### config.mk
export PLATFORM = sky130hd
export DESIGN_NAME = raster_engine
export DESIGN_NICKNAME = d
export VERILOG_FILES = /design/src/rtl/common_pkg.sv /design/src/rtl/gpu_common_pkg.sv /design/src/rtl/raster_engine_line_stepper.sv /design/src/rtl/raster_engine.sv
export SDC_FILE = /design/constraint.sdc
export NUM_CORES = 1
export LEC_CHECK = 0
export CORE_MARGIN = 2
export CORE_UTILIZATION = 55
export DETAILED_ROUTE_END_ITERATION = 10
export GPL_TIMING_DRIVEN = 1
export PLACE_DENSITY_LB_ADDON = 0.05
export SYNTH_ARGS = -nofsm -noshare
export SYNTH_HDL_FRONTEND = slang
export SYNTH_SLANG_ARGS = --single-unit
export TNS_END_PERCENT = 50
### constraint.sdc
create_clock -name clk -period 4.45 [get_ports clk]
set_clock_uncertainty 0.2 [all_clocks]
set_input_delay 0.6675 -clock clk [delete_from_list [all_inputs] [get_ports clk]]
set_output_delay 0.6675 -clock clk [all_outputs]
set_load 0.02 [all_outputs]
### src/rtl/common_pkg.sv
// +--------------------------------------------------------------------+
// | common : command encodings shared by the CPU and GPU sides         |
// | Rev 1.0                                                            |
// +--------------------------------------------------------------------+
`default_nettype none

package common;

    typedef enum logic [1:0] {
        RASTER_CMD_FILL  = 2'd0,
        RASTER_CMD_POINT = 2'd1,
        RASTER_CMD_LINE  = 2'd2,
        RASTER_CMD_RECT  = 2'd3
    } raster_command_t;

endpackage

`default_nettype wire

### src/rtl/gpu_common_pkg.sv
// +--------------------------------------------------------------------+
// | gpu_common : raster engine state encoding and screen geometry      |
// | Rev 1.0                                                            |
// +--------------------------------------------------------------------+
`default_nettype none

package gpu_common;

    typedef enum logic [1:0] {
        IDLE  = 2'd0,
        SETUP = 2'd1,
        DRAW  = 2'd2
    } raster_state_t;

    localparam int DEFAULT_WIDTH  = 214;
    localparam int DEFAULT_HEIGHT = 160;

    function automatic logic [8:0] min9(input logic [7:0] a, input logic [7:0] b);
        return (a < b) ? {1'b0, a} : {1'b0, b};
    endfunction

    function automatic logic [8:0] max9(input logic [7:0] a, input logic [7:0] b);
        return (a > b) ? {1'b0, a} : {1'b0, b};
    endfunction

endpackage

`default_nettype wire

### src/rtl/raster_engine_line_stepper.sv
// +--------------------------------------------------------------------+
// | line_stepper : Bresenham walker, one pixel per step, all octants   |
// | Rev 1.0                                                            |
// +--------------------------------------------------------------------+
`default_nettype none

module line_stepper (
    input  logic       clk,
    input  logic       rst_async,
    input  logic       load_i,
    input  logic       step_i,
    input  logic [7:0] x0_i,
    input  logic [7:0] y0_i,
    input  logic [7:0] x1_i,
    input  logic [7:0] y1_i,
    output logic [7:0] x_o,
    output logic [7:0] y_o,
    output logic       done_o
);

    logic [7:0]        x_q, x_d, y_q, y_d, x1_q, x1_d, y1_q, y1_d;
    logic [9:0]        adx_q, adx_d, ady_q, ady_d;
    logic              sx_neg_q, sx_neg_d, sy_neg_q, sy_neg_d;
    logic signed [9:0] err_q, err_d;
    logic signed [9:0] dx_w, dy_w;
    logic signed [10:0] e2_w, adx_ext_w, ady_ext_w;
    logic              step_x_w, step_y_w;

    always_comb begin
        dx_w      = $signed({2'b00, x1_i}) - $signed({2'b00, x0_i});
        dy_w      = $signed({2'b00, y1_i}) - $signed({2'b00, y0_i});
        e2_w      = {err_q, 1'b0};
        adx_ext_w = {1'b0, adx_q};
        ady_ext_w = {1'b0, ady_q};
        // Both decisions use the pre-step error so x and y can move together.
        step_x_w  = (e2_w > -ady_ext_w);
        step_y_w  = (e2_w < adx_ext_w);

        x_d      = x_q;
        y_d      = y_q;
        x1_d     = x1_q;
        y1_d     = y1_q;
        adx_d    = adx_q;
        ady_d    = ady_q;
        sx_neg_d = sx_neg_q;
        sy_neg_d = sy_neg_q;
        err_d    = err_q;

        if (load_i) begin
            x_d      = x0_i;
            y_d      = y0_i;
            x1_d     = x1_i;
            y1_d     = y1_i;
            sx_neg_d = dx_w[9];
            sy_neg_d = dy_w[9];
            adx_d    = dx_w[9] ? -dx_w : dx_w;
            ady_d    = dy_w[9] ? -dy_w : dy_w;
            err_d    = adx_d - ady_d;
        end else if (step_i) begin
            err_d = err_q - (step_x_w ? ady_q : 10'd0) + (step_y_w ? adx_q : 10'd0);
            if (step_x_w) begin
                x_d = x_q + (sx_neg_q ? 8'hFF : 8'h01);
            end
            if (step_y_w) begin
                y_d = y_q + (sy_neg_q ? 8'hFF : 8'h01);
            end
        end
    end

    always_ff @(posedge clk or negedge rst_async) begin
        if (!rst_async) begin
            x_q      <= '0;
            y_q      <= '0;
            x1_q     <= '0;
            y1_q     <= '0;
            adx_q    <= '0;
            ady_q    <= '0;
            sx_neg_q <= 1'b0;
            sy_neg_q <= 1'b0;
            err_q    <= '0;
        end else begin
            x_q      <= x_d;
            y_q      <= y_d;
            x1_q     <= x1_d;
            y1_q     <= y1_d;
            adx_q    <= adx_d;
            ady_q    <= ady_d;
            sx_neg_q <= sx_neg_d;
            sy_neg_q <= sy_neg_d;
            err_q    <= err_d;
        end
    end

    assign x_o    = x_q;
    assign y_o    = y_q;
    assign done_o = (x_q == x1_q) && (y_q == y1_q);

endmodule

`default_nettype wire

### src/rtl/raster_engine.sv
// +--------------------------------------------------------------------+
// | raster_engine : walks FILL/POINT/LINE/RECT pixels to a framebuffer |
// | Rev 1.0                                                            |
// +--------------------------------------------------------------------+
`default_nettype none

module raster_engine
    import common::*;
    import gpu_common::*;
#(
    parameter int WIDTH  = DEFAULT_WIDTH,
    parameter int HEIGHT = DEFAULT_HEIGHT
) (
    input  logic            clk,
    input  logic            rst_async,
    input  raster_command_t gpu_command,
    input  logic [7:0]      gpu_x0,
    input  logic [7:0]      gpu_y0,
    input  logic [7:0]      gpu_x1,
    input  logic [7:0]      gpu_y1,
    input  logic [2:0]      gpu_colour,
    input  logic            gpu_execute_request,
    output logic            gpu_busy,
    output logic [7:0]      fb_x,
    output logic [7:0]      fb_y,
    output logic [2:0]      fb_colour,
    output logic            fb_write,
    input  logic            fb_ready
);

    localparam logic [8:0] c_WIDTH9  = WIDTH[8:0];
    localparam logic [8:0] c_HEIGHT9 = HEIGHT[8:0];

    raster_state_t   state_q, state_d;
    raster_command_t cmd_q, cmd_d;
    logic [7:0]      x0_q, x0_d, y0_q, y0_d, x1_q, x1_d, y1_q, y1_d;
    logic [2:0]      colour_q, colour_d;
    logic            is_line_q, is_line_d;
    logic [8:0]      xl_q, xl_d, xh_q, xh_d, yh_q, yh_d;
    logic [8:0]      scan_x_q, scan_x_d, scan_y_q, scan_y_d;

    logic [7:0]      ls_x_w, ls_y_w;
    logic            ls_done_w, ls_load_w, ls_step_w;
    logic [8:0]      cur_x_w, cur_y_w;
    logic            in_draw_w, on_screen_w, advance_w, last_px_w;

    line_stepper u_line_stepper (
        .clk       (clk),
        .rst_async (rst_async),
        .load_i    (ls_load_w),
        .step_i    (ls_step_w),
        .x0_i      (x0_q),
        .y0_i      (y0_q),
        .x1_i      (x1_q),
        .y1_i      (y1_q),
        .x_o       (ls_x_w),
        .y_o       (ls_y_w),
        .done_o    (ls_done_w)
    );

    always_comb begin
        cur_x_w     = is_line_q ? {1'b0, ls_x_w} : scan_x_q;
        cur_y_w     = is_line_q ? {1'b0, ls_y_w} : scan_y_q;
        in_draw_w   = (state_q == DRAW);
        on_screen_w = (cur_x_w < c_WIDTH9) && (cur_y_w < c_HEIGHT9);
        // Clipped pixels retire without waiting for the framebuffer.
        advance_w   = in_draw_w && (!on_screen_w || fb_ready);
        last_px_w   = is_line_q ? ls_done_w : ((scan_x_q == xh_q) && (scan_y_q == yh_q));
        ls_load_w   = (state_q == SETUP) && (cmd_q == RASTER_CMD_LINE);
        ls_step_w   = advance_w && is_line_q && !last_px_w;
    end

    always_comb begin
        state_d   = state_q;
        cmd_d     = cmd_q;
        x0_d      = x0_q;
        y0_d      = y0_q;
        x1_d      = x1_q;
        y1_d      = y1_q;
        colour_d  = colour_q;
        is_line_d = is_line_q;
        xl_d      = xl_q;
        xh_d      = xh_q;
        yh_d      = yh_q;
        scan_x_d  = scan_x_q;
        scan_y_d  = scan_y_q;

        case (state_q)
            IDLE: begin
                if (gpu_execute_request) begin
                    cmd_d    = gpu_command;
                    x0_d     = gpu_x0;
                    y0_d     = gpu_y0;
                    x1_d     = gpu_x1;
                    y1_d     = gpu_y1;
                    colour_d = gpu_colour;
                    state_d  = SETUP;
                end
            end
            SETUP: begin
                state_d   = DRAW;
                is_line_d = 1'b0;
                case (cmd_q)
                    RASTER_CMD_FILL: begin
                        xl_d     = 9'd0;
                        xh_d     = c_WIDTH9 - 9'd1;
                        yh_d     = c_HEIGHT9 - 9'd1;
                        scan_x_d = 9'd0;
                        scan_y_d = 9'd0;
                    end
                    RASTER_CMD_POINT: begin
                        xl_d     = {1'b0, x0_q};
                        xh_d     = {1'b0, x0_q};
                        yh_d     = {1'b0, y0_q};
                        scan_x_d = {1'b0, x0_q};
                        scan_y_d = {1'b0, y0_q};
                    end
                    RASTER_CMD_RECT: begin
                        xl_d     = min9(x0_q, x1_q);
                        xh_d     = max9(x0_q, x1_q);
                        yh_d     = max9(y0_q, y1_q);
                        scan_x_d = min9(x0_q, x1_q);
                        scan_y_d = min9(y0_q, y1_q);
                    end
                    RASTER_CMD_LINE: begin
                        is_line_d = 1'b1;
                    end
                    default: begin
                        state_d = IDLE;
                    end
                endcase
            end
            DRAW: begin
                if (advance_w) begin
                    if (last_px_w) begin
                        state_d = IDLE;
                    end else if (!is_line_q) begin
                        // 9-bit counters let xh=255 finish without wrapping.
                        if (scan_x_q == xh_q) begin
                            scan_x_d = xl_q;
                            scan_y_d = scan_y_q + 9'd1;
                        end else begin
                            scan_x_d = scan_x_q + 9'd1;
                        end
                    end
                end
            end
            default: begin
                state_d = IDLE;
            end
        endcase
    end

    always_ff @(posedge clk or negedge rst_async) begin
        if (!rst_async) begin
            state_q   <= IDLE;
            cmd_q     <= RASTER_CMD_FILL;
            x0_q      <= '0;
            y0_q      <= '0;
            x1_q      <= '0;
            y1_q      <= '0;
            colour_q  <= '0;
            is_line_q <= 1'b0;
            xl_q      <= '0;
            xh_q      <= '0;
            yh_q      <= '0;
            scan_x_q  <= '0;
            scan_y_q  <= '0;
        end else begin
            state_q   <= state_d;
            cmd_q     <= cmd_d;
            x0_q      <= x0_d;
            y0_q      <= y0_d;
            x1_q      <= x1_d;
            y1_q      <= y1_d;
            colour_q  <= colour_d;
            is_line_q <= is_line_d;
            xl_q      <= xl_d;
            xh_q      <= xh_d;
            yh_q      <= yh_d;
            scan_x_q  <= scan_x_d;
            scan_y_q  <= scan_y_d;
        end
    end

    assign gpu_busy  = (state_q != IDLE);
    assign fb_write  = in_draw_w && on_screen_w;
    assign fb_x      = in_draw_w ? cur_x_w[7:0] : 8'd0;
    assign fb_y      = in_draw_w ? cur_y_w[7:0] : 8'd0;
    assign fb_colour = in_draw_w ? colour_q : 3'd0;

endmodule

`default_nettype wire

# Word-level counts from Yosys, hierarchy flattened

Index checks and enable logic that the tools add are counted.

Flip-flop bits (word level): 149
Bits of input ports: 41
Word-level logic and storage cells: 127

Add/sub/neg operators: 12
Magnitude comparators: 8
Equal/unequal tests: 16
Mux-type cells: 43
Reduce and logical (&&, ||, !) cells: 26

Operators by type and width:

| kind                                                       | number |
|---|---|
| 2-to-1 mux 8 bit                                           | 14 |
| one-hot mux 9 bit (3 select lines)                         | 4 |
| 2-to-1 mux 9 bit                                           | 10 |
| 2-to-1 mux 10 bit                                          | 6 |
| one-hot mux 9 bit (2 select lines)                         | 2 |
| negation 10 bit                                            | 2 |
| subtractor 10 bit                                          | 2 |
| adder 9 x 1 -> 9 bit, second input constant                | 2 |
| equality test 9 bit                                        | 2 |
| less-than comparator 9 x 8 -> 1 bit, second input constant | 2 |
| subtractor 8 x 8 -> 9 bit                                  | 2 |
| adder 8 bit                                                | 2 |
| equality test 8 bit                                        | 2 |
| > comparator 8 bit                                         | 2 |
| less-than comparator 8 bit                                 | 2 |
| > comparator 11 bit                                        | 1 |
| less-than comparator 11 bit                                | 1 |
| negation 10 -> 11 bit                                      | 1 |
| adder 10 bit                                               | 1 |
| nonzero test 2 bit                                         | 5 |
| logical AND 1 bit                                          | 8 |
| AND reduction 2 bit                                        | 4 |
| equality test 2 bit, second input constant                 | 3 |
| 2-to-1 mux 2 bit                                           | 3 |
| other kinds (14)                                           | 22 |

# Depth between registers and ports, before layout

Gate-level depths: netlist of the first run.

Depth in word-level cells: 10
Mapped depth: 23

# By module

From an unflattened synthesis of the first run, not the netlist that was laid out.

Cells, all modules: 1252
Area total of the unflattened synthesis: 11252.0 um2

Modules (own cells, without submodules):

| module        | times used | cells an instance | area each (um2) | seq. area each (um2) |
|---|---|---|---|---|
| line_stepper  | 1          | 666               | 5924.4          | 1601.5 |
| raster_engine | 1          | 586               | 5327.6          | 2052.0 |

# Least setup slack after synthesis of the first run

OpenSTA, ideal clock, no wires.

Path kind: register to register
Start: register u_line_stepper.ady_q[4]
End: register u_line_stepper.err_q[9]
Library setup time: 0.094 ns
Data arrival time: 4.562 ns
Path slack: -0.406 ns
Stages on the path, launching flop included: 19
Path buffers: 0
Clock period less this slack: 4.856 ns
Cells stage by stage: dfrtp_1 -> nor4_1 -> nand2_1 -> nor3_1 -> xor2_1 -> ha_1 -> nand4_1 -> nor4_1 -> nor4_1 -> fa_1 -> inv_1 -> ha_1 -> a21o_1 -> a21oi_1 -> o21ai_0 -> o41ai_1 -> o21ai_0 -> xnor2_1 -> a211oi_1

Cells in the longest elaborated chain, start to end: 7

Ends and longest elaborated chain:

| item                   | line                             | RTL |
|---|---|---|
| start, declared        | raster_engine_line_stepper.sv:22 | `logic [9:0] adx_q, adx_d, ady_q, ady_d;` |
| start signal, assigned | raster_engine_line_stepper.sv:87 | `ady_q <= ady_d;` |
| negation 10 -> 11 bit  | raster_engine_line_stepper.sv:36 | `step_x_w = (e2_w > -ady_ext_w);` |
| > comparator 11 bit    | raster_engine_line_stepper.sv:36 |  |
| 2-to-1 mux 10 bit *    | raster_engine_line_stepper.sv:60 | `err_d = err_q - (step_x_w ? ady_q : 10'd0) + (step_y_w ? adx_q : 10'd0);` |
| subtractor 10 bit *    | raster_engine_line_stepper.sv:60 |  |
| adder 10 bit *         | raster_engine_line_stepper.sv:60 |  |
| 2-to-1 mux 10 bit *    | raster_engine_line_stepper.sv:59 | `end else if (step_i) begin` |
| 2-to-1 mux 10 bit *    | raster_engine_line_stepper.sv:49 | `if (load_i) begin` |
| end signal, assigned   | raster_engine_line_stepper.sv:90 | `err_q <= err_d;` |
| end, declared          | raster_engine_line_stepper.sv:24 | `logic signed [9:0] err_q, err_d;` |

Mark *: on every way between the ends. The rest lies on a longest branch, timed or not. The select of a mux whose other input is x is not followed.
A chain may end at the register's enable or synchronous reset.

# Final worst setup path of the first run

Start: register u_line_stepper.ady_q[2]
End: register u_line_stepper.err_q[9]

Same word-level chain as after synthesis.

==> results of run 1 <==
-- path summary, 6_finish.rpt --
kind	end	cells past startpoint	startpoint	slack, ps
worst min register to register	xl_q[6]	2	xl_q[6]	280
worst max-delay path	u_line_stepper.err_q[9]	20	u_line_stepper.ady_q[2]	-190
min in group clk	xl_q[6]	2	xl_q[6]	280
worst max register to register	u_line_stepper.err_q[9]	20	u_line_stepper.ady_q[2]	-190
max in group asynchronous	u_line_stepper.adx_q[7]	2	rst_async	2920
worst min-delay path	scan_x_q[3]	1	rst_async	80
-- timing repair --
| action | in CTS | in global routing |
|---|---|---|
| pin swaps | 9 | 16 |
| setup endpoints to repair | 6 | 7 |
| resized for setup | 10 | 22 |
| setup buffers | 3 | 1 |
-- critical path, delay by kind of cell, from the launching register on --
family / cells / cell delay (ps)
AND/OR/NAND/NOR: 4 / 690
flip-flops: 1 / 410
buffers and inverters: 2 / 230
XOR/XNOR: 2 / 280
adder cells (fa/ha/maj): 3 / 1140
AO/OA/AOI/OAI: 9 / 1580
-- state kept, by name, indices dropped and copies added, names as in the netlist --
signal                   cells
u_line_stepper.adx_q        10
u_line_stepper.ady_q        10
u_line_stepper.err_q        10
scan_x_q                     9
scan_y_q                     9
u_line_stepper.x1_q          8
u_line_stepper.x_o           8
u_line_stepper.y1_q          8
u_line_stepper.y_o           8
x0_q                         8
x1_q                         8
xh_q                         8
xl_q                         8
y0_q                         8
y1_q                         8
yh_q                         8
colour_q                     3
cmd_q                        2
state_q                      2
is_line_q                    1
u_line_stepper.sx_neg_q      1
u_line_stepper.sy_neg_q      1
-- layout make-up --
| class | count | area (sq um) |
|---|---|---|
| Clock inverter | 15 | 140.1 |
| Tap cell | 234 | 292.8 |
| Inverter | 80 | 300.3 |
| Fill cell | 1528 | 6241 |
| Multi-Input combinational cell | 891 | 6394 |
| Clock buffer | 17 | 425.4 |
| Timing Repair Buffer | 130 | 1134 |
| Sequential cell | 146 | 3654 |
-- kinds of logic after synthesis --
logic type / count (synthesis) / share of synthesized area [%]
and+or+nand+nor: 377 / 17.07
AOI/OAI and AO/OA: 261 / 15.66
DFF: 146 / 35.27
buffers and inverters: 125 / 4.988
xor gates and xnor gates: 91 / 7.971
adders and majority gates: 85 / 11.28
muxes: 77 / 7.766
-- stage by stage --
stage | setup slack, ps | setup TNS, ps | instances | hold WS (ps)
6_report | -189.2 | -596.0 | 1513 | 83.06
5_1_grt | -417.7 | -2127 | 1513 | 236.1
4_1_cts | -164.2 | -518.5 | 1512 | 194.7
3_5_place_dp | -361.3 | -1376 | 1477 | 267.3
3_3_place_gp | -281.7 | -923.3 | 1477 | 258.9
2_1_floorplan | -84.06 | -241.0 | 1162 | 171.9
-- routing by layer --
metal | track usage, % | part of all wire [%]
met2 | 46.78 | 47
met3 | 5.197 | 4.7
met5 | 0 | 0
met1 | 41.08 | 46
met4 | 10.37 | 2.6
-- cells in the final DEF (no fill, tap or decap), types with 5 or more instances in the layout --
cell             count
nand2_1            147
dfrtp_1            146
nor2_1              90
o21ai_0             87
inv_1               79
buf_4               68
ha_1                67
a21oi_1             64
clkdlybuf4s50_1     60
xnor2_1             57
mux2i_1             50
xor2_1              30
nor3_1              27
mux2_2              27
a21o_1              17
o21a_1              17
clkbuf_16           17
nor2b_1             16
o221ai_1            16
nand3_1             14
nand4_1             13
fa_1                13
and2_1              11
nand2b_1             9
or3_1                7
inv_8                7
a21oi_2              6
a211o_1              5
nor4_4               5
nor2_2               5
==> results.toml, run 1 <==
[floorplanning]
die_area_sq_um = 19950
io-pin-count = 62
core-area_sq_um = 18580
row_count = 50
initial_core_util_pct = 55.76
dieHeight_um = 141.2
dieWidth_um = 141.2

[drt]
firstDrtPassIters = 5
drt-total-wl_um = 28590
routedWlPerCell_um = 18.89
postRouteAntennaNets = 0
via_per_inst = 5.817
drt_iter0_markers = 607
drc = 0
vias = 8801

[clocking]
htreeDepth = 4
path_clk_slew_ps = 70
clk_latency_ps = 440
cts_tree = "yes"
cts-root-buf = "clkbuf_16"
cts.path.max_buffers = 2
ctsHoldBuffers = 0
numClockSinks = 146
cts-buffers-inserted = 17

[synthesis]
synth_most_common_cell = "nand2_1"
synth_top_area_share_pct = 35.27
synth.distinct_cells = 71
yosys_warnings = 0
synthesis.nets = 1288
yosysTopAreaCell = "dfrtp_1"
avgSynthCellArea_sq_um = 8.916
synth_edf_count = 0
yosysSeqAreaShare_pct = 35.27
synth_flop_cell = "dfrtp_1"
synthTopCellsByCount = "149 x nand2_1, 146 x dfrtp_1, 96 x nor2_1, 91 x o21ai_0, 79 x inv_1"
ys_top_cells_by_area = "dfrtp_1 35%, ha_1 8.6%, nand2_1 5.4%, xnor2_1 4.9%, mux2i_1 4.8%"
ys_async_sr_fraction_pct = 100.0
synthesis.area_sq_um = 10360
syn_inst = 1162
synth_seq_cells = 146

[cells_and_area]
antenna_cells = 0
syn2layout_area_growth_pct = 19.11
stdcell_area_sq_um = 12340
drive_gt1_share_pct = 14.15
utilization_pct = 66.41
layout.nets = 1392

[timing]
maxSlewHeadroom_pct = 23.44
worstMarginPinSlew_ps = 1146
setup_viol = 4
hold_viol_final = 0
fmax_mhz = 215.6
min_period_over_period_pct = 104.3
setup_ws_ps = -189.2
drv_slew = 0
rsz0062_at_grt = "yes"
min_period_ps = 4639

[critical_path]
critPathMaxFanout = 5
slowest_stage = "fa_1"
cp-end-kind = "flop"
max_stage_delay_ps = 550
crit_type = "reg -> reg"
critPathLaunchType = "flop"
crit_top_cell = "a21oi_2"
required_ps = 4600
worstPathArrival_ps = 4790
cp_cell_sequence = "buf_4 > nor2_1 > nand2_1 > xnor2_2 > ha_1 > a211o_1 > a21oi_2 > a21oi_2 > and4bb_4 > nor4_4 > fa_1 > inv_1 > ha_1 > a21o_1 > a21oi_2 > o21ai_2 > o41ai_4 > o21ai_1 > xnor2_1 > a211oi_1"

[worst_hold_path]
min-delay-path-class = "in -> async"

[grt]
overflow = 0
groute.usage.overall_pct = 29.54
antenna_found_initial = 0
grt_pass1_wl_um = 45730
grt_max_degree = 104
grt_pass1_vias = 8633

[outcome]
status = "finished with violations"
violations = "setup timing"

[job]
maxCapViolCount = 0

[place]
place_area_sq_um = 11580
globalplace.congestion = 0.8724
io_buffers = 61
hpwl_um = 21150
Power of run 1 is not shown: default switching activity piles up to over one toggle a cycle in this logic, so the estimate is an artifact.
==> run 2: changes to the inputs <==
--- a/config.mk
+++ b/config.mk
@@ -13,4 +13,4 @@
 export SYNTH_ARGS = -nofsm -noshare
 export SYNTH_HDL_FRONTEND = slang
 export SYNTH_SLANG_ARGS = --single-unit
-export TNS_END_PERCENT = 50
+export TNS_END_PERCENT = 10
==> results.toml, run 2 (synthesized netlist as in run 1, its figures left out) <==
[floorplanning]
die_area_sq_um = 19950
dieHeight_um = 141.2
dieWidth_um = 141.2
initial_core_util_pct = 55.76
core-area_sq_um = 18580
row_count = 50
io-pin-count = 62

[timing]
min_period_over_period_pct = 103.6
maxSlewHeadroom_pct = 23.90
min_period_ps = 4609
fmax_mhz = 217.0
setup_viol = 4
setup_ws_ps = -159.0
drv_slew = 0
hold_viol_final = 0
rsz0062_at_grt = "yes"
worstMarginPinSlew_ps = 1139

[drt]
vias = 8760
drt-total-wl_um = 28340
postRouteAntennaNets = 0
drt_iter0_markers = 485
routedWlPerCell_um = 18.73
firstDrtPassIters = 5
via_per_inst = 5.790
drc = 0

[cells_and_area]
fill_cells = 1569
layout.nets = 1392
reg_top3 = "u_line_stepper.adx_q x10, u_line_stepper.ady_q x10, u_line_stepper.err_q x10"
syn2layout_area_growth_pct = 18.48
final_common_cell = "nand2_1"
layout_common_cells = "147 x nand2_1, 146 x dfrtp_1, 93 x nor2_1, 86 x o21ai_0, 79 x inv_1"
stdcell_area_sq_um = 12270
antenna_cells = 0
drive_gt1_share_pct = 13.21

[grt]
overflow = 0
groute.usage.overall_pct = 29.60
grt_pass1_vias = 8713
antenna_found_initial = 0
grt_pass1_wl_um = 46030
grt-busiest-layer = "met2"
grt_max_degree = 94
use_met3_pct = 5.129
use_met1_pct = 41.47
met2_usage_pct = 47.93

[place]
pre_cts_ws_ps = -430.9
hpwl_um = 21350
io_buffers = 61
place_area_sq_um = 11590
globalplace.congestion = 0.8780

[critical_path]
critPathLaunchType = "flop"
rrSetupSlack_ps = -160
critPathMaxFanout = 4
worstPathArrival_ps = 4720
timing.rr.end = "u_line_stepper.err_q[7]"
required_ps = 4560
crit_type = "reg -> reg"
cp-end-kind = "flop"
worstReg2RegStart = "u_line_stepper.ady_q[4]"
rr_worst_depth = 20

[clocking]
path_clk_slew_ps = 70
cts.path.max_buffers = 2
htreeDepth = 4
numClockSinks = 146
ctsHoldBuffers = 0
cts-root-buf = "clkbuf_16"
cts-buffers-inserted = 17
cts_tree = "yes"
clk_latency_ps = 440

[job]
maxCapViolCount = 0

[outcome]
violations = "setup timing"
status = "finished with violations"

[worst_hold_path]
min-delay-path-class = "in -> async"
## run 2: cell count changes in the layout (fill, tap and decap cells not counted), sizes merged
cell,delta
clkbuf,+1
bufinv,+1
clkinvlp,-1
clkinv,-1
## run 2: cell type report
| class | count | area [sq um] | area share, % |
|---|---|---|---|
| Timing Repair Buffer | 130 | 1130 | 9.205 |
| Tap cell | 234 | 292.8 | 2.385 |
| Multi-Input combinational cell | 891 | 6307 | 51.39 |
| Clock buffer | 18 | 429.2 | 3.496 |
| Clock inverter | 14 | 161.4 | 1.315 |
| Inverter | 80 | 300.3 | 2.446 |
| Sequential cell | 146 | 3654 | 29.77 |
## run 2: worst max path at each step
stage / from / endpoint / cells after the start
after floorplan: u_line_stepper.ady_q[3] / u_line_stepper.err_q[9] / 19
after global placement: u_line_stepper.ady_q[3] / u_line_stepper.err_q[9] / 19
after global routing: u_line_stepper.ady_q[4] / u_line_stepper.err_q[7] / 20
after CTS: u_line_stepper.ady_q[4] / u_line_stepper.err_q[7] / 20
final: u_line_stepper.ady_q[4] / u_line_stepper.err_q[7] / 20
after detailed placement: u_line_stepper.ady_q[3] / u_line_stepper.err_q[9] / 19
## run 2: repair_timing
item	CTS	global route
cloned	0	0
pin swaps	7	2
endpoints found under the setup margin	6	7
buffers inserted	2	0
resized for setup	9	10
## run 2: per-stage QoR
| step | cells | hold WS, ps | util [%] | TNS (ps) |
|---|---|---|---|---|
| global route | 1513 | 175.4 | 66.06 | -1866 |
| finish | 1513 | 87.75 | 66.06 | -488.5 |
| detailed placement | 1479 | 267.9 | 62.40 | -1421 |
| floorplan | 1162 | 171.9 | - | -241.0 |
| global placement | 1479 | 260.4 | 62.40 | -889.8 |
| CTS | 1513 | 155.8 | 65.85 | -718.1 |
## run 2: per-layer routing
| metal | share of wire, % | vias up |
|---|---|---|
| li1 | - | 4229 |
| met1 | 46 | 4269 |
| met2 | 47 | 231 |
| met3 | 5.1 | 31 |
| met4 | 1.6 | 0 |
| met5 | 0 | - |
## run 2: critical path, stage by stage, from the launching register on
cell	delay [ps]
dfrtp_1	410
nor4_4	320
nand2_2	140
xnor2_1	140
ha_1	290
nand4_1	110
a211o_1	250
a21oi_1	110
and4bb_4	270
nor4_4	240
fa_1	500
inv_1	80
ha_1	220
a21o_1	190
a21oi_2	170
o21ai_2	100
o41ai_2	280
buf_4	190
xnor2_2	50
mux2i_1	140
a21oi_1	80
Power of run 2 is left out for the same reason.
